### src/rtl/lfsr_pkg.sv
// Shared constants and helpers for the LFSR/CRC engine: the legal values
// for the configuration strings and a width-generic bit-reverse function.
package lfsr_pkg;

  // Legal values for LFSR_CONFIG.
  localparam string CFG_FIBONACCI = "FIBONACCI";
  localparam string CFG_GALOIS    = "GALOIS";

  // Legal values for STYLE. All three give the same function.
  localparam string STYLE_AUTO      = "AUTO";
  localparam string STYLE_LOOP      = "LOOP";
  localparam string STYLE_REDUCTION = "REDUCTION";

  // Limits on the width parameters.
  localparam int MIN_LFSR_W = 2;
  localparam int MAX_LFSR_W = 128;
  localparam int MIN_DATA_W = 1;
  localparam int MAX_DATA_W = 256;

  // Widest vector bitrev() has to handle: the wider of state and data.
  localparam int MAX_VEC_W = 256;

  // Reverse the low n bits of v. Bits at n and above come back as zero.
  // Used at elaboration time, so the loop never turns into hardware.
  function automatic logic [MAX_VEC_W-1:0] bitrev(input logic [MAX_VEC_W-1:0] v,
                                                  input int n);
    logic [MAX_VEC_W-1:0] r;
    r = '0;
    for (int i = 0; i < MAX_VEC_W; i++) begin
      if (i < n) r[i] = v[n-1-i];
    end
    return r;
  endfunction

endpackage : lfsr_pkg

### src/rtl/lfsr_comb.sv
// Next-state function F(state, data) of an LFSR/CRC absorbing DATA_WIDTH
// bits per evaluation. Each output bit is the XOR of a fixed subset of the
// input bits. That subset (a mask) is worked out at elaboration time by
// running the bit-serial update symbolically.
module lfsr_comb
  import lfsr_pkg::*;
#(
  parameter int                    LFSR_WIDTH   = 31,
  parameter logic [LFSR_WIDTH-1:0] LFSR_POLY    = 31'h10000001,
  parameter string                 LFSR_CONFIG  = "FIBONACCI",
  parameter int                    REVERSE      = 0,
  parameter int                    DATA_WIDTH   = 8,
  parameter int                    OUTPUT_WIDTH = LFSR_WIDTH,
  parameter string                 STYLE        = "AUTO"
) (
  input  logic [LFSR_WIDTH-1:0]   state,
  input  logic [DATA_WIDTH-1:0]   data,
  output logic [OUTPUT_WIDTH-1:0] next
);

  // Mask bit layout: [LFSR_WIDTH-1:0] selects state bits and
  // [MW-1:LFSR_WIDTH] selects data bits.
  localparam int MW        = LFSR_WIDTH + DATA_WIDTH;
  localparam bit IS_GALOIS = (LFSR_CONFIG == CFG_GALOIS);

  typedef logic [OUTPUT_WIDTH-1:0][MW-1:0] mask_t;

  // Reject illegal parameter values during elaboration.
  if (LFSR_WIDTH < MIN_LFSR_W || LFSR_WIDTH > MAX_LFSR_W) begin : g_bad_lfsr_width
    $error("lfsr: LFSR_WIDTH must be in 2..128");
  end
  if (DATA_WIDTH < MIN_DATA_W || DATA_WIDTH > MAX_DATA_W) begin : g_bad_data_width
    $error("lfsr: DATA_WIDTH must be in 1..256");
  end
  if (OUTPUT_WIDTH < 1 || OUTPUT_WIDTH > LFSR_WIDTH) begin : g_bad_output_width
    $error("lfsr: OUTPUT_WIDTH must be in 1..LFSR_WIDTH");
  end
  if (LFSR_CONFIG != CFG_FIBONACCI && LFSR_CONFIG != CFG_GALOIS) begin : g_bad_config
    $error("lfsr: LFSR_CONFIG must be FIBONACCI or GALOIS");
  end
  if (REVERSE != 0 && REVERSE != 1) begin : g_bad_reverse
    $error("lfsr: REVERSE must be 0 or 1");
  end
  if (STYLE != STYLE_AUTO && STYLE != STYLE_LOOP && STYLE != STYLE_REDUCTION) begin : g_bad_style
    $error("lfsr: STYLE must be AUTO, LOOP or REDUCTION");
  end

  // Symbolic bit-serial run. s[i] is the set of input bits that state bit i
  // depends on. Data is absorbed MSB first and the state shifts left.
  // REVERSE is handled at the end by remapping indices, because
  //   F_rev(a, d) = bitrev(F(bitrev(a), bitrev(d))).
  function automatic mask_t compute_masks();
    logic [LFSR_WIDTH-1:0][MW-1:0] s;
    logic [MW-1:0]                 fb;
    logic [MW-1:0]                 m;
    logic [MAX_VEC_W-1:0]          tmp;
    mask_t                         r;

    for (int i = 0; i < LFSR_WIDTH; i++) begin
      s[i]    = '0;
      s[i][i] = 1'b1;
    end

    for (int t = 0; t < DATA_WIDTH; t++) begin
      fb = s[LFSR_WIDTH-1];
      fb[MW-1-t] = ~fb[MW-1-t];
      if (IS_GALOIS) begin
        for (int i = LFSR_WIDTH-1; i >= 1; i--) begin
          s[i] = LFSR_POLY[i] ? (s[i-1] ^ fb) : s[i-1];
        end
        s[0] = LFSR_POLY[0] ? fb : '0;
      end else begin
        for (int i = 1; i < LFSR_WIDTH; i++) begin
          if (LFSR_POLY[i]) fb = fb ^ s[i-1];
        end
        for (int i = LFSR_WIDTH-1; i >= 1; i--) begin
          s[i] = s[i-1];
        end
        s[0] = fb;
      end
    end

    for (int j = 0; j < OUTPUT_WIDTH; j++) begin
      if (REVERSE != 0) begin
        m   = s[LFSR_WIDTH-1-j];
        tmp = '0;
        tmp[LFSR_WIDTH-1:0] = m[LFSR_WIDTH-1:0];
        tmp = bitrev(tmp, LFSR_WIDTH);
        r[j][LFSR_WIDTH-1:0] = tmp[LFSR_WIDTH-1:0];
        tmp = '0;
        tmp[DATA_WIDTH-1:0] = m[MW-1:LFSR_WIDTH];
        tmp = bitrev(tmp, DATA_WIDTH);
        r[j][MW-1:LFSR_WIDTH] = tmp[DATA_WIDTH-1:0];
      end else begin
        r[j] = s[j];
      end
    end
    return r;
  endfunction

  localparam mask_t MASKS = compute_masks();

  logic [MW-1:0] in_vec;
  assign in_vec = {data, state};

  if (STYLE == STYLE_LOOP) begin : g_loop
    // Accumulate each output bit with an explicit loop over its mask.
    always_comb begin
      // NOTE: every combinational output gets a default before the loop,
      // so no path leaves a bit unassigned and no latch is inferred.
      next = '0;
      for (int j = 0; j < OUTPUT_WIDTH; j++) begin
        for (int k = 0; k < MW; k++) begin
          if (MASKS[j][k]) next[j] = next[j] ^ in_vec[k];
        end
      end
    end
  end else begin : g_reduction
    // Each output bit is one AND-mask followed by an XOR reduction.
    for (genvar j = 0; j < OUTPUT_WIDTH; j++) begin : g_bit
      assign next[j] = ^(in_vec & MASKS[j]);
    end
  end

endmodule : lfsr_comb

### src/rtl/lfsr.sv
// Registered LFSR/CRC step. Computes F(lfsr_in, data_in) combinationally
// and registers it, giving a latency of one cycle. The module holds no
// other state: to chain steps, the caller feeds lfsr_out back to lfsr_in.
module lfsr
  import lfsr_pkg::*;
#(
  parameter int                    LFSR_WIDTH   = 31,
  parameter logic [LFSR_WIDTH-1:0] LFSR_POLY    = 31'h10000001,
  parameter string                 LFSR_CONFIG  = "FIBONACCI",
  parameter int                    REVERSE      = 0,
  parameter int                    DATA_WIDTH   = 8,
  parameter int                    OUTPUT_WIDTH = LFSR_WIDTH,
  parameter string                 STYLE        = "AUTO"
) (
  input  logic                    clk,
  input  logic                    rst,
  input  logic [DATA_WIDTH-1:0]   data_in,
  input  logic [LFSR_WIDTH-1:0]   lfsr_in,
  output logic [OUTPUT_WIDTH-1:0] lfsr_out
);

  logic [OUTPUT_WIDTH-1:0] next;

  lfsr_comb #(
    .LFSR_WIDTH  (LFSR_WIDTH),
    .LFSR_POLY   (LFSR_POLY),
    .LFSR_CONFIG (LFSR_CONFIG),
    .REVERSE     (REVERSE),
    .DATA_WIDTH  (DATA_WIDTH),
    .OUTPUT_WIDTH(OUTPUT_WIDTH),
    .STYLE       (STYLE)
  ) u_comb (
    .state(lfsr_in),
    .data (data_in),
    .next (next)
  );

  // Output register. rst is active low and asynchronous: it clears the
  // output at once and drops any result that is still in flight.
  always_ff @(posedge clk or negedge rst) begin
    // NOTE: state registers use non-blocking assignment, so every flop
    // samples its inputs from before the clock edge.
    if (!rst) lfsr_out <= '0;
    else      lfsr_out <= next;
  end

endmodule : lfsr

### config.mk
export PLATFORM = sky130hd
export DESIGN_NAME = lfsr
export DESIGN_NICKNAME = d
export VERILOG_FILES = /design/src/rtl/lfsr_pkg.sv /design/src/rtl/lfsr_comb.sv /design/src/rtl/lfsr.sv
export SDC_FILE = /design/constraint.sdc
export NUM_CORES = 1
export LEC_CHECK = 0
export ABC_AREA = 1
export CORE_MARGIN = 8
export CORE_UTILIZATION = 34
export CTS_CLUSTER_DIAMETER = 200
export DETAILED_ROUTE_END_ITERATION = 7
export GPL_ROUTABILITY_DRIVEN = 1
export PLACE_DENSITY = 0.78
export SLEW_MARGIN = 10
export SYNTH_ARGS = -nofsm -noshare
export SYNTH_HDL_FRONTEND = slang
export SYNTH_SLANG_ARGS = --single-unit
### constraint.sdc
create_clock -name clk -period 0.8 [get_ports clk]
set_input_delay 0.2 -clock clk [delete_from_list [all_inputs] [get_ports clk]]
set_output_delay 0.2 -clock clk [all_outputs]
set_load 0.005 [all_outputs]
Word-level counts from Yosys, hierarchy flattened:

Cells that the tools add are included.

* input port bits: 41
* register bits: 31
* output and inout port bits: 31
* logic and storage cells: 32

* reductions and logical operators: 31

Operators with widths (count)
* 39-bit parity: 31

Longest topological paths before layout:

Gate-level depths: netlist (run 1).

* depth in word-level cells: 1
* mapped depth: 5
* mapped depth without buffers: 5

Hierarchy:

A second synthesis (run 1) with hierarchy kept.

* cells, all modules: 121
* area, all modules: 1209.9 um^2

By module, submodules not included
* lfsr: seq. area each 775.7 um^2, area an instance 775.7 um^2, instances 1, cells an instance 31
* lfsr_comb: seq. area each 0.0 um^2, area an instance 434.2 um^2, instances 1, cells an instance 90

Worst setup path before layout (run 1):

No wires, ideal clock.

* path kind: reg2out
* start: reg lfsr_out[0]
* end: out lfsr_out[0]
* buffers on the path: 0
* slack: 0.251 ns
* stages on the path, launching flop included: 1
* arrival: 0.349 ns
* required time: 0.600 ns
* path through: dfrtp_1

RTL lines
* start, declared: RTL line lfsr.sv:19 `output logic [OUTPUT_WIDTH-1:0] lfsr_out`
* start signal, assigned: RTL line lfsr.sv:44 `else lfsr_out <= next;`

No word-level cell between the ends.

Final worst setup path (run 1):

* start: reg lfsr_out[10]
* end: out lfsr_out[10]

No word-level cell between the ends.

==> results by group, run 1 <==
Pwr
  • Net Switching: between 0.0007 and 0.0008 W
  • Internal power: between 0.002 and 0.0025 W
  • Clock network power share: 31.7%
  • Worst vdd ir: 0.0008060 V
  • Part of the power in registers: 53.0%
  • Leak pwr: 0.9735 nW
  • PwrDens: 1823 mW/mm²
  • Switching Fraction: between 20% and 30%
  • Total power: 0.003173 W
  • Combinational power share: 15.3%

CTS
  • Htree depth: 2
  • Hold_buf cts: 0
  • Post-CTS setup buffers: 0
  • Root Driver: clkbuf_4
  • CTS Buffer Depth: 2
  • Reg clk slew, reported paths: roughly 90 ps
  • Total CTS buffers: 5
  • CTS tree: done
  • CTS Sinks: 31
  • Post-CTS Resized: between 100 and 150

Setup path
  • Startpoint Class: flip-flop
  • WP data arrival: 830 ps
  • Max stage delay on crit path: 380 ps
  • Setup CP Type: flip-flop to primary output
  • Top delay family on crit path: flip-flops
  • Worst-path cell chain: buf_2
  • Setup crit end kind: primary output
  • CP max stage cell: dfrtp_1
  • WP buf/inv: 1
  • Data required time of the worst path: about 600 ps
  • Peak fanout along the critical path: 1

Detailed routing
  • Via-per-instance ratio: 4.297
  • DR WL/cell: 13.93 µm
  • Number of DRC markers in iteration 0: 37
  • WL final: 2954 µm
  • Post-route DRC violation count: 0
  • Final ANT Viol Nets: 0
  • Detailed Routing Iterations Pass 1: 4
  • Via count: 911

Yosys
  • Yosys warns: 0
  • Distinct cells, synth: 4
  • Synthesized area: 0.001037 mm²
  • Post-synthesis register bit count: 31
  • Syn avg cell area: 10.58 µm²
  • Post-synthesis instance total: 98
  • Register area share after synthesis: around three quarters
  • Syn nets: 139

GRT
  • First-pass GRT wire length: 4471 µm
  • Total gr overflow: 0
  • Total track usage: 11.88%
  • Largest net degree at the start of global routing: 32
  • Initial antenna violation count: 0
  • Vias in the first global route: a little over 900

STA
  • RSZ-0062 raised after global routing: yes
  • Final hold viol count: 0
  • Max Freq: 971.2 MHz
  • Fin crit share: 128.7%
  • Post-layout min period: 1030 ps
  • Post-route setup slack: -229.7 ps
  • Worst Tran Pin Value: 168.8 ps
  • # setup viols final: 31
  • Final Max Slew Viols: 0
  • Slew HR: 88.75%
  • Setup_tns: -6531 ps

Placed design
  • GPL Wtd Cong: roughly 0.74
  • Placed Instance Area: 0.001817 mm²
  • IO Port Bufs: 71
  • DP HPWL: 2322 µm
  • Pre-CTS setup slack: -323.9 ps

Layout
  • Final core occ: ~58%
  • Nets: roughly 220
  • Max reg flops: 31
  • Area Overhead vs Synth: 67.79%
  • Commonest non-fill, non-tap cell in the layout: nand2_1
  • Commonest non-fill, non-tap cells in the layout: nand2_1, clkdlybuf4s50_1, dfrtp_1, buf_2, inv_1
  • Largest registers: lfsr_out (31)
  • Final Instance Area: 0.001740 mm²
  • ANT cells: 0
  • Share of cells above drive strength 1: 22.35%
  • Most flop-heavy register: lfsr_out

Hold path
  • WHS Endpoint: lfsr_out[28]$_DFF_PN0_
  • Hold Crit Start: lfsr_in[20]
  • Hold Path Stages: 2
  • Min-delay worst type: primary input to flip-flop

Status
  • Violated checks: setup timing
  • Outcome: finished, violations left

Floorplanning
  • Die width: 71.24 µm
  • Core ar.: 0.002978 mm²
  • Initial Utilization: between 30% and 40%
  • IO Count: 72
  • Die H: 71.24 µm
  • Die area: between 0.005 and 0.006 mm²
  • Num rows: 20

Run
  • Max-Cap Viols: 0
area by class of cell:
cell class / count / area (µm²)
Fill cell: 265 / 1237
Sequential cell: 31 / 775.7
Timing Repair Buffer: 73 / 593.1
Multi-Input combinational cell: 48 / 190.2
Inverter: 19 / 71.32
Clock buffer: 8 / 68.82
Tap cell: 33 / 41.29
how the worst max path moves through the flow:
stage / end / from / depth (start not counted) / slack [ps]
6_report: lfsr_out[10] / lfsr_out[10]$_DFF_PN0_ / 1 / -230
5_1_grt: lfsr_out[10] / lfsr_out[10]$_DFF_PN0_ / 1 / -290
4_1_cts: lfsr_out[10] / lfsr_out[10]$_DFF_PN0_ / 1 / -260
3_5_place_dp: lfsr_out[2]$_DFF_PN0_ / lfsr_in[25] / 6 / -320
3_3_place_gp: lfsr_out[7]$_DFF_PN0_ / lfsr_in[27] / 6 / -300
2_1_floorplan: lfsr_out[0] / lfsr_out[0]$_DFF_PN0_ / 0 / 250
metrics by stage:
| step | hold slack [ps] | instances |
|---|---|---|
| floorplan | -95.59 | 98 |
| global placement | 584.8 | 204 |
| detailed placement | 579.1 | 204 |
| CTS | 214.7 | 212 |
| global route | 131.4 | 212 |
| finish | 156.1 | 212 |
Yosys cell counts:
cell type	count	area (µm²)
inv_1	19	71.32
nand2_1	40	150.1
nand3_1	8	40.04
dfrtp_1	31	775.7
power groups by stage:
stage,clock network [W],registers [W],logic [W]
floorplan,0,0.00173,0.0000926
global placement,0,0.00172,0.000572
detailed placement,0,0.00172,0.000587
CTS,0.00105,0.00168,0.000496
global route,0.00113,0.00169,0.000537
finish,0.00101,0.00168,0.000485
kinds of logic after synthesis:
| family | synth area share (%) |
|---|---|
| flip-flops | 74.79 |
| buffers and inverters | 6.876 |
| AND/OR/NAND/NOR | 18.34 |
layer usage:
metal / global-route usage [%] / part of all wire (%) / up-vias
met1: 12.63 / 42 / 400
met3: 6.974 / 12 / 8
met5: 0 / 0 / -
met4: 7.159 / 2.8 / 0
li1: - / - / 446
met2: 17.76 / 43 / 57
Power figures use the tool's default switching activity.
==> inputs of run 2 (changes only) <==
- PLACE_DENSITY: 0.78 -> unset
- PLACE_DENSITY_LB_ADDON: unset -> 0.3
==> results by group, run 2 (synthesis gave the netlist of run 1 again) <==
CTS
  • Total CTS buffers: 5
  • CTS Buffer Depth: 2
  • Reg clk slew, reported paths: 90 ps
  • Htree depth: 2
  • CTS Sinks: 31
  • Hold_buf cts: 0
  • Root Driver: clkbuf_4
  • CTS tree: done

Layout
  • Fillers: 279
  • Most flop-heavy register: lfsr_out
  • Commonest non-fill, non-tap cell in the layout: nand2_1
  • Share of cells above drive strength 1: between 20% and 30%
  • Max reg flops: 31
  • ANT cells: 0
  • Area Overhead vs Synth: 69.72%
  • Nets: 219
  • Commonest non-fill, non-tap cells in the layout: nand2_1, clkdlybuf4s50_1, dfrtp_1, buf_2, inv_1
  • Largest registers: lfsr_out (31)

Floorplanning
  • Die width: 71.24 µm
  • Die H: about 71 µm
  • IO Count: 72
  • Num rows: 20
  • Die area: 0.005074 mm²
  • Core ar.: 0.002978 mm²
  • Initial Utilization: 34.83%

Setup path
  • Setup crit end kind: primary output
  • Worst path depth: 1
  • Data required time of the worst path: roughly 600 ps
  • Max stage delay on crit path: 380 ps
  • Worst-path cell chain: buf_2
  • Top delay family on crit path: flip-flops
  • CP max stage cell: dfrtp_1
  • Peak fanout along the critical path: 1
  • Startpoint Class: flip-flop
  • Setup CP Type: flip-flop to primary output
  • WP data arrival: roughly 820 ps
  • WP buf/inv: 1

Pwr
  • Total power: 0.003416 W
  • PwrDens: 1940 mW/mm²
  • Leak pwr: 0.9923 nW
  • Worst vdd ir: 0.0007693 V

Detailed routing
  • DR WL/cell: ~14 µm
  • Via-per-instance ratio: ~4.3
  • Number of DRC markers in iteration 0: 39
  • Post-route DRC violation count: 0
  • Via count: around 910
  • Final ANT Viol Nets: 0
  • WL final: 2872 µm
  • Detailed Routing Iterations Pass 1: 2

STA
  • Fin crit share: 127.8%
  • RSZ-0062 raised after global routing: yes
  • Slew HR: 89.25%
  • Post-layout min period: 1022 ps
  • Max Freq: 978.3 MHz
  • Final Max Slew Viols: 0
  • Post-route setup slack: -222.1 ps
  • Worst Tran Pin Value: 161.3 ps
  • Final hold viol count: 0
  • # setup viols final: 31

GRT
  • Vias in the first global route: ~970
  • Total gr overflow: 0
  • Largest net degree at the start of global routing: 32
  • Initial antenna violation count: 0
  • Total track usage: 11.80%
  • First-pass GRT wire length: approximately 4500 µm

Status
  • Violated checks: setup timing
  • Outcome: finished, violations left

Hold path
  • WHS Endpoint: lfsr_out[30]$_DFF_PN0_
  • Hold Path Stages: 1
  • Min-delay worst type: primary input to flip-flop
  • Hold Crit Start: lfsr_in[22]

Placed design
  • IO Port Bufs: a little over 70
  • DP HPWL: 2343 µm
  • Pre-CTS setup slack: -331.3 ps
  • GPL Wtd Cong: 0.7022

Run
  • Max-Cap Viols: 0
-- run 2: cell count changes in the layout (fill, tap and decap cells not counted) --
cell	previous run	this run
clkbuf_1	1	0
clkbuf_8	2	1
clkdlybuf4s50_1	36	35
dlymetal6s2s_1	4	5
bufinv_16	0	1
clkinv_2	0	1
-- run 2: final cells by class --
type | count | area, µm² | share of cell area [%]
Clock buffer | 6 | 51.30 | 2.914
Timing Repair Buffer | 73 | 595.6 | 33.83
Tap cell | 33 | 41.29 | 2.345
Inverter | 19 | 71.32 | 4.051
Sequential cell | 31 | 775.7 | 44.07
Clock inverter | 2 | 35.03 | 1.990
Multi-Input combinational cell | 48 | 190.2 | 10.80
-- run 2: power by group --
part | internal (W) | switching [W] | total (W) | leakage, nW
Sequential | 0.00166 | 0.0000216 | 0.00168 | 0.364
Clock | 0.000738 | 0.000516 | 0.00125 | 0.0482
Combinational | 0.000285 | 0.000193 | 0.000478 | 0.580
-- run 2: timing repair --
action	4_1_cts	5_1_grt
endpoints found under the setup margin	31	37
resized for setup	124	5
pin swaps	0	0
buffers inserted	0	0
-- run 2: worst max-delay path by stage --
stage | startpoint | end
6_report | lfsr_out[4]$_DFF_PN0_ | lfsr_out[4]
5_1_grt | lfsr_out[20]$_DFF_PN0_ | lfsr_out[20]
4_1_cts | lfsr_out[4]$_DFF_PN0_ | lfsr_out[4]
3_5_place_dp | lfsr_in[24] | lfsr_out[4]$_DFF_PN0_
3_3_place_gp | lfsr_in[23] | lfsr_out[3]$_DFF_PN0_
2_1_floorplan | lfsr_out[0]$_DFF_PN0_ | lfsr_out[0]
-- run 2: layer usage --
layer	wire [µm]	global-route usage, %	vias to the layer above
li1	-	-	447
met3	287	4.603	8
met4	68	7.621	0
met1	1109	11.89	403
met5	0	0	-
met2	1407	19.90	47
-- run 2: per-stage QoR --
step	hold WS, ps	TNS [ps]	util, %	instances	cell area [µm²]
detailed placement	583.4	-9063	61.01	204	1817
global placement	581.9	-8614	61.01	204	1817
CTS	216.3	-7383	58.70	212	1748
finish	53.72	-6521	59.12	212	1760
global route	39.56	-7999	59.12	212	1760
floorplan	-95.59	0	-	98	1037
==> inputs of run 3 (changes only) <==
- CORE_UTILIZATION: 34 -> 37
- SKIP_CTS_REPAIR_TIMING: unset -> 1
- clock period: 0.8 -> 1.3 ns (I/O delays scaled with it)
==> results by group, run 3 (synthesis gave the netlist of run 1 again) <==
Status
  • Outcome: finished clean

Setup path
  • CP max stage cell: dfrtp_1
  • Worst path depth: 1
  • WP data arrival: 860 ps
  • Peak fanout along the critical path: 1
  • Startpoint Class: flip-flop
  • Worst-path cell chain: dlymetal6s2s_1
  • Setup CP Type: flip-flop to primary output
  • Data required time of the worst path: 980 ps
  • Setup crit end kind: primary output
  • Top delay family on crit path: flip-flops
  • Max stage delay on crit path: 380 ps
  • WP buf/inv: 1

STA
  • Final hold viol count: 0
  • Max Freq: 845.3 MHz
  • Final Max Slew Viols: 0
  • # setup viols final: 0
  • RSZ-0062 raised after global routing: no
  • Hold slack: 358.1 ps
  • Fin crit share: 91.00%
  • Slew HR: about 89%
  • Post-layout min period: roughly 1200 ps
  • Worst Tran Pin Value: 164.1 ps
  • Setup_tns: 0 ps
  • Post-route setup slack: 117.0 ps

Floorplanning
  • IO Count: 72
  • Initial Utilization: 38.27%
  • Core ar.: approximately 0.0027 mm²
  • Num rows: 19
  • Die H: 68.95 µm
  • Die width: 68.95 µm
  • Die area: 0.004753 mm²

CTS
  • Total CTS buffers: 5
  • Root Driver: clkbuf_4
  • Htree depth: 2
  • CTS tree: done
  • Reg clk slew, reported paths: 90 ps
  • CTS Sinks: 31
  • CTS Buffer Depth: 2

Placed design
  • DP HPWL: 2332 µm
  • GPL Wtd Cong: 0.6872
  • IO Port Bufs: a little over 70
  • Placed Instance Area: approximately 0.0018 mm²
  • Pre-CTS setup slack: 23.70 ps

Layout
  • Nets: around 220
  • Area Overhead vs Synth: 88.30%
  • Fillers: 217
  • Register area: 775.7 µm²
  • ANT cells: 0
  • Most flop-heavy register: lfsr_out
  • Multi-input gate area: approximately 190 µm²
  • Commonest non-fill, non-tap cells in the layout: nand2_1, clkdlybuf4s50_1, dfrtp_1, dlymetal6s2s_1, inv_1
  • Share of cells above drive strength 1: under 10%
  • Final Instance Area: 0.001953 mm²
  • Max reg flops: 31
  • Largest registers: lfsr_out (31)

Detailed routing
  • Final ANT Viol Nets: 0
  • Post-route DRC violation count: 0
  • Via count: around 910
  • Detailed Routing Iterations Pass 1: 4
  • Number of DRC markers in iteration 0: 35
  • Via-per-instance ratio: about 4.4
  • DR WL/cell: approximately 14 µm
  • WL final: just under 3000 µm

Pwr
  • Leak pwr: 1.222 nW
  • PwrDens: between 1000 and 1500 mW/mm²
  • Total power: 0.001991 W
  • Worst vdd ir: 0.0009609 V

Hold path
  • Min-delay worst type: primary input to async pin

GRT
  • Largest net degree at the start of global routing: 32
  • Vias in the first global route: about 980
  • Total gr overflow: 0
  • First-pass GRT wire length: 4333 µm
  • Total track usage: 12.76%
  • Initial antenna violation count: 0

Run
  • Max-Cap Viols: 0
## run 3: how the worst max path moves through the flow
stage                     slack, ps               endpoint              startpoint
after detailed placement         20  lfsr_out[7]$_DFF_PN0_             lfsr_in[27]
after global routing             60           lfsr_out[12]  lfsr_out[12]$_DFF_PN0_
after global placement           90  lfsr_out[7]$_DFF_PN0_             lfsr_in[27]
final                           120           lfsr_out[12]  lfsr_out[12]$_DFF_PN0_
after CTS                      -250           lfsr_out[12]  lfsr_out[12]$_DFF_PN0_
after floorplan                 630            lfsr_out[0]   lfsr_out[0]$_DFF_PN0_
## run 3: through the flow
stage          utilization [%]  instances
6_report                 72.07        209
5_1_grt                  72.07        209
4_1_cts                  69.21        209
3_5_place_dp             66.67        201
3_3_place_gp             66.67        201
2_1_floorplan                -         98
## run 3: cell type report
type | instances | area share, %
Sequential cell | 31 | 39.72
Inverter | 19 | 3.652
Multi-Input combinational cell | 48 | 9.737
Tap cell | 31 | 1.986
Timing Repair Buffer | 72 | 41.38
Clock buffer | 8 | 3.523
## run 3: power by group
| part | switching, W | internal, W | leakage, nW |
|---|---|---|---|
| logic | 0.000121 | 0.000217 | 0.820 |
| registers | 0.0000132 | 0.00102 | 0.364 |
| clock network | 0.000299 | 0.000318 | 0.0386 |
## run 3: layer usage
metal	vias to the layer above	share of wire, %	track usage [%]
met2	39	58	24.05
met5	-	0	0
met4	0	2.8	8.271
met3	7	10	4.847
li1	454	-	-
met1	414	30	10.79
==> variant 1: new RTL, flow settings as in run 3 <==
`DATA_WIDTH` is set to 8 in 2 places; all go to 10.
--- a/src/rtl/lfsr_comb.sv
+++ b/src/rtl/lfsr_comb.sv
@@ -9,7 +9,7 @@
   parameter logic [LFSR_WIDTH-1:0] LFSR_POLY    = 31'h10000001,
   parameter string                 LFSR_CONFIG  = "FIBONACCI",
   parameter int                    REVERSE      = 0,
-  parameter int                    DATA_WIDTH   = 8,
+  parameter int                    DATA_WIDTH   = 10,
   parameter int                    OUTPUT_WIDTH = LFSR_WIDTH,
   parameter string                 STYLE        = "AUTO"
 ) (
--- a/src/rtl/lfsr.sv
+++ b/src/rtl/lfsr.sv
@@ -8,7 +8,7 @@
   parameter logic [LFSR_WIDTH-1:0] LFSR_POLY    = 31'h10000001,
   parameter string                 LFSR_CONFIG  = "FIBONACCI",
   parameter int                    REVERSE      = 0,
-  parameter int                    DATA_WIDTH   = 8,
+  parameter int                    DATA_WIDTH   = 10,
   parameter int                    OUTPUT_WIDTH = LFSR_WIDTH,
   parameter string                 STYLE        = "AUTO"
 ) (
Interface: changed (resized data_in); port bits go from 72 to 74. The function was not compared with the original's and may differ.
==> variant 1 against run 3 <==
  * Synthesized area is 6.0% higher
  * Routed wire length rose by 12%
  * Sequential cell count stayed put
  * Cell area up 4.2%
  * Total power grew 1.4%
  * Worst setup slack better by 17 ps
  * Non-clock buffer count grew 2
  * Sequential share of layout area shrank 1.6 points
  * Cell count grew 8.6%
  * Critical endpoint is now lfsr_out[8]
==> variant 1: results (changes against run 3) <==
Layout cells sized above 1 - 0.04082 (was 0.04494)
Least-Margin Pin Slew - 166.0 ps (was 164.1 ps)
Pre-CTS WS - 41.99 ps (was 23.70 ps)
Post-DP HPWL - 2.624 mm (was 2.332 mm)
Met3 routed WL - 285 um (was 293 um)
Status - finished, final reports clean (unchanged)
Nets - 238 (was 218)
GRT Overall Usage - 0.1329 (was 0.1276)
Worst EP arrival - 840 ps (was 860 ps)
Drt total wl - 3.281 mm (was 2.928 mm)
Post-synthesis sequential area ratio - 0.7053 (was 0.7479)
DR WL met2 - 1.645 mm (was 1.685 mm)
Via count - 989 (was 914)
Number of global-route vias before repair - 1096 (was 982)
CP endpoint - lfsr_out[8] (was lfsr_out[12])
Final GP Congestion - 0.7762 (was 0.6872)
Critical Path Source - lfsr_out[8] (was lfsr_out[12])
Met2 track demand over resource - 0.2213 (was 0.2405)
Port Buffers - 73 (was 71)
Initial antenna violation count - 0 (unchanged)
Area of placed instances - 1889 um^2 (was 1807 um^2)
H-tree levels - 2 (unchanged)
Drt initial violations - 20 (was 35)
Clock transition at path regs - 90 ps (about the same)
Leak Pwr - 1.289 nW (was 1.222 nW)
CTS Buf Count - 5 (unchanged)
Peak VDD IR - 732.0 uV (was 960.9 uV)
Met1 usage - 0.1456 (was 0.1079)
CP top delay family - flip-flops (unchanged)
Layout fillers - 206 (was 217)
GR Layer Usage met3 - 0.06497 (was 0.04847)
Syn_nets - 157 (was 139)
WL met1 - 1.335 mm (was 867 um)
Post-synth top cells - nand2_1 (50), dfrtp_1 (31), inv_1 (23) (was nand2_1 (40), dfrtp_1 (31), inv_1 (19))
Min cycle time layout - 1166 ps (was 1183 ps)
First-pass GRT wire length - 5.264 mm (was 4.333 mm)
Synth area leaders - dfrtp_1 (71%), nand2_1 (17%), inv_1 (7.8%) (was dfrtp_1 (75%), nand2_1 (14%), inv_1 (6.9%))
variant 1: cell families after synthesis:
| kind of cell | after synthesis | synth area share |
|---|---|---|
| AND/OR/NAND/NOR | 60 | 0.2162 |
| flip-flops | 31 | 0.7053 |
| buffers and inverters | 23 | 0.07850 |
variant 1: per-stage QoR:
step           hold slack [ps]  instances    util
6_report                 397.1        227  0.7319
5_1_grt                  403.1        227  0.7319
2_1_floorplan            29.41        114       -
3_3_place_gp             711.4        219  0.6793
3_5_place_dp             722.8        219  0.6793
4_1_cts                  379.0        227  0.7040
variant 1: power by group:
part	switching (mW)	leakage (nW)	internal (mW)
clock	0.291	0.0386	0.318
combinational	0.136	0.886	0.233
sequential	0.0155	0.364	1.03
variant 1: layout make-up:
class | count | area share
inverter | 23 | 0.04241
clock buffer | 8 | 0.03380
sequential | 31 | 0.3811
tap | 31 | 0.01905
timing repair buffer | 74 | 0.4069
multi-input combinational | 60 | 0.1168
==> variant 2: new RTL, flow settings as in run 3 <==
Without the edit above. Register the output `lfsr_out` once more, without a reset; this adds one clock of latency there.
--- a/src/rtl/lfsr.sv
+++ b/src/rtl/lfsr.sv
@@ -18,6 +18,8 @@
   input  logic [LFSR_WIDTH-1:0]   lfsr_in,
   output logic [OUTPUT_WIDTH-1:0] lfsr_out
 );
+
+  logic [OUTPUT_WIDTH-1:0] lfsr_s0;
 
   logic [OUTPUT_WIDTH-1:0] next;
 
@@ -40,8 +42,12 @@
   always_ff @(posedge clk or negedge rst) begin
     // NOTE: state registers use non-blocking assignment, so every flop
     // samples its inputs from before the clock edge.
-    if (!rst) lfsr_out <= '0;
-    else      lfsr_out <= next;
+    if (!rst) lfsr_s0 <= '0;
+    else      lfsr_s0 <= next;
+  end
+
+  always_ff @(posedge clk) begin
+    lfsr_out <= lfsr_s0;
   end
 
 endmodule : lfsr
Behaviour: not the same (a bounded check fails within 4 cycles, from zero or initial values and one cycle with rst low).
==> variant 2 against run 3 <==
  * Sequential cell count is 31 higher
  * Synthesized cell count increased by 32%
  * Routed wire length rose by 14%
  * Count of clock-buffer cells in the layout increased by 5
  * First-iteration DRC count decreased by 37%
  * Highest routed layer unchanged
  * Fmax is 6.0% higher
  * Critical endpoint is now lfsr_out[22]
  * Cell area rose by 42%
  * Worst setup slack improved by 67 ps
  * Synthesized area rose by 60%
  * Total power increased by 110%
==> variant 2: results (changes against run 3) <==
First-pass GRT wire length - 5.471 mm (was 4.333 mm)
H-tree levels - 3 (was 2)
Largest regs - lfsr_out (31), lfsr_s0 (31) (was lfsr_out (31))
GRT Overall Usage - 0.1017 (was 0.1276)
Leak Pwr - 1.565 nW (was 1.222 nW)
CP peak stage delay - 330 ps (was 380 ps)
Clk cell area share - 0.08462 (was 0.03523)
Post-synthesis sequential area ratio - 0.8423 (was 0.7479)
Drt total wl - 3.335 mm (was 2.928 mm)
Distinct cells, synth - 5 (was 4)
Worst EP arrival - 790 ps (was 860 ps)
Nets - 253 (was 218)
Post-DP HPWL - 2.426 mm (was 2.332 mm)
Synth area leaders - dfrtp_1 (47%), dfxtp_1 (37%), nand2_1 (9.1%) (was dfrtp_1 (75%), nand2_1 (14%), inv_1 (6.9%))
Data buffer area share - 0.2923 (was 0.4138)
Final GP Congestion - 0.7531 (was 0.6872)
Syn_nets - 170 (was 139)
Main flop type after synthesis - dfxtp_1 (was dfrtp_1)
Drt initial violations - 22 (was 35)
Via density per instance - 3.967 (was 4.373)
Number of global-route vias before repair - 1175 (was 982)
Total chip power - 4.279 mW (was 1.991 mW)
Asr flop ratio synth - 0.5000 (was 1.000)
Slew margin rel. - 0.8850 (was 0.8906)
Layout fillers - 335 (was 217)
CP max-delay cell - dfxtp_1 (was dfrtp_1)
Reg area - 1396 um^2 (was 775.7 um^2)
Worst min path class - reg2reg (was in2async)
Layout cells sized above 1 - 0.07373 (was 0.04494)
Design area - 2765 um^2 (was 1953 um^2)
Post-synth top cells - nand2_1 (40), dfrtp_1 (31), dfxtp_1 (31) (was nand2_1 (40), dfrtp_1 (31), inv_1 (19))
# clk buffers - 13 (was 8)
Pre-antenna DRT Iters - 3 (was 4)
CTS root buf - clkbuf_8 (was clkbuf_4)
Net Sw Power - 0.7905 mW (was 0.4333 mW)
Clock transition at path regs - 60 ps (was 90 ps)
Pre-CTS WS - 56.94 ps (was 23.70 ps)
Clk. pwr - 1.88 mW (was 0.617 mW)
Status - finished, final reports clean (unchanged)
Fin cells - 269 (was 209)
Cell count after synthesis - 129 (was 98)
Area of placed instances - 2454 um^2 (was 1807 um^2)
CTS Buf Count - 9 (was 5)
[variant 2: cell types whose count changed after synthesis, sizes merged]
cell	run 3	this run
dfxtp	0	31
[variant 2: cell families after synthesis]
logic type | share of synthesized area
and+or+nand+nor | 0.1147
DFF | 0.8423
buffers and inverters | 0.04302
[variant 2: worst paths after layout]
path / startpoint / end / slack [ps] / depth (start not counted)
max: lfsr_out[22] / lfsr_out[22] / 180 / 1
min: lfsr_s0[15] / lfsr_out[15] / 340 / 0
max reg2reg: lfsr_s0[30] / lfsr_out[30] / 810 / 0
min reg2reg: lfsr_s0[15] / lfsr_out[15] / 340 / 0
max in group asynchronous: rst / lfsr_s0[16] / 760 / 2
min in group asynchronous: rst / lfsr_s0[12] / 370 / 2
[variant 2: layer usage]
layer  vias up  GRT usage  routed length [um]
met5         -          0                   0
met4         0    0.08147                  87
li1        549          -                   -
met1       476    0.09695                1194
met2        35     0.1733                1868
met3         7    0.03613                 185
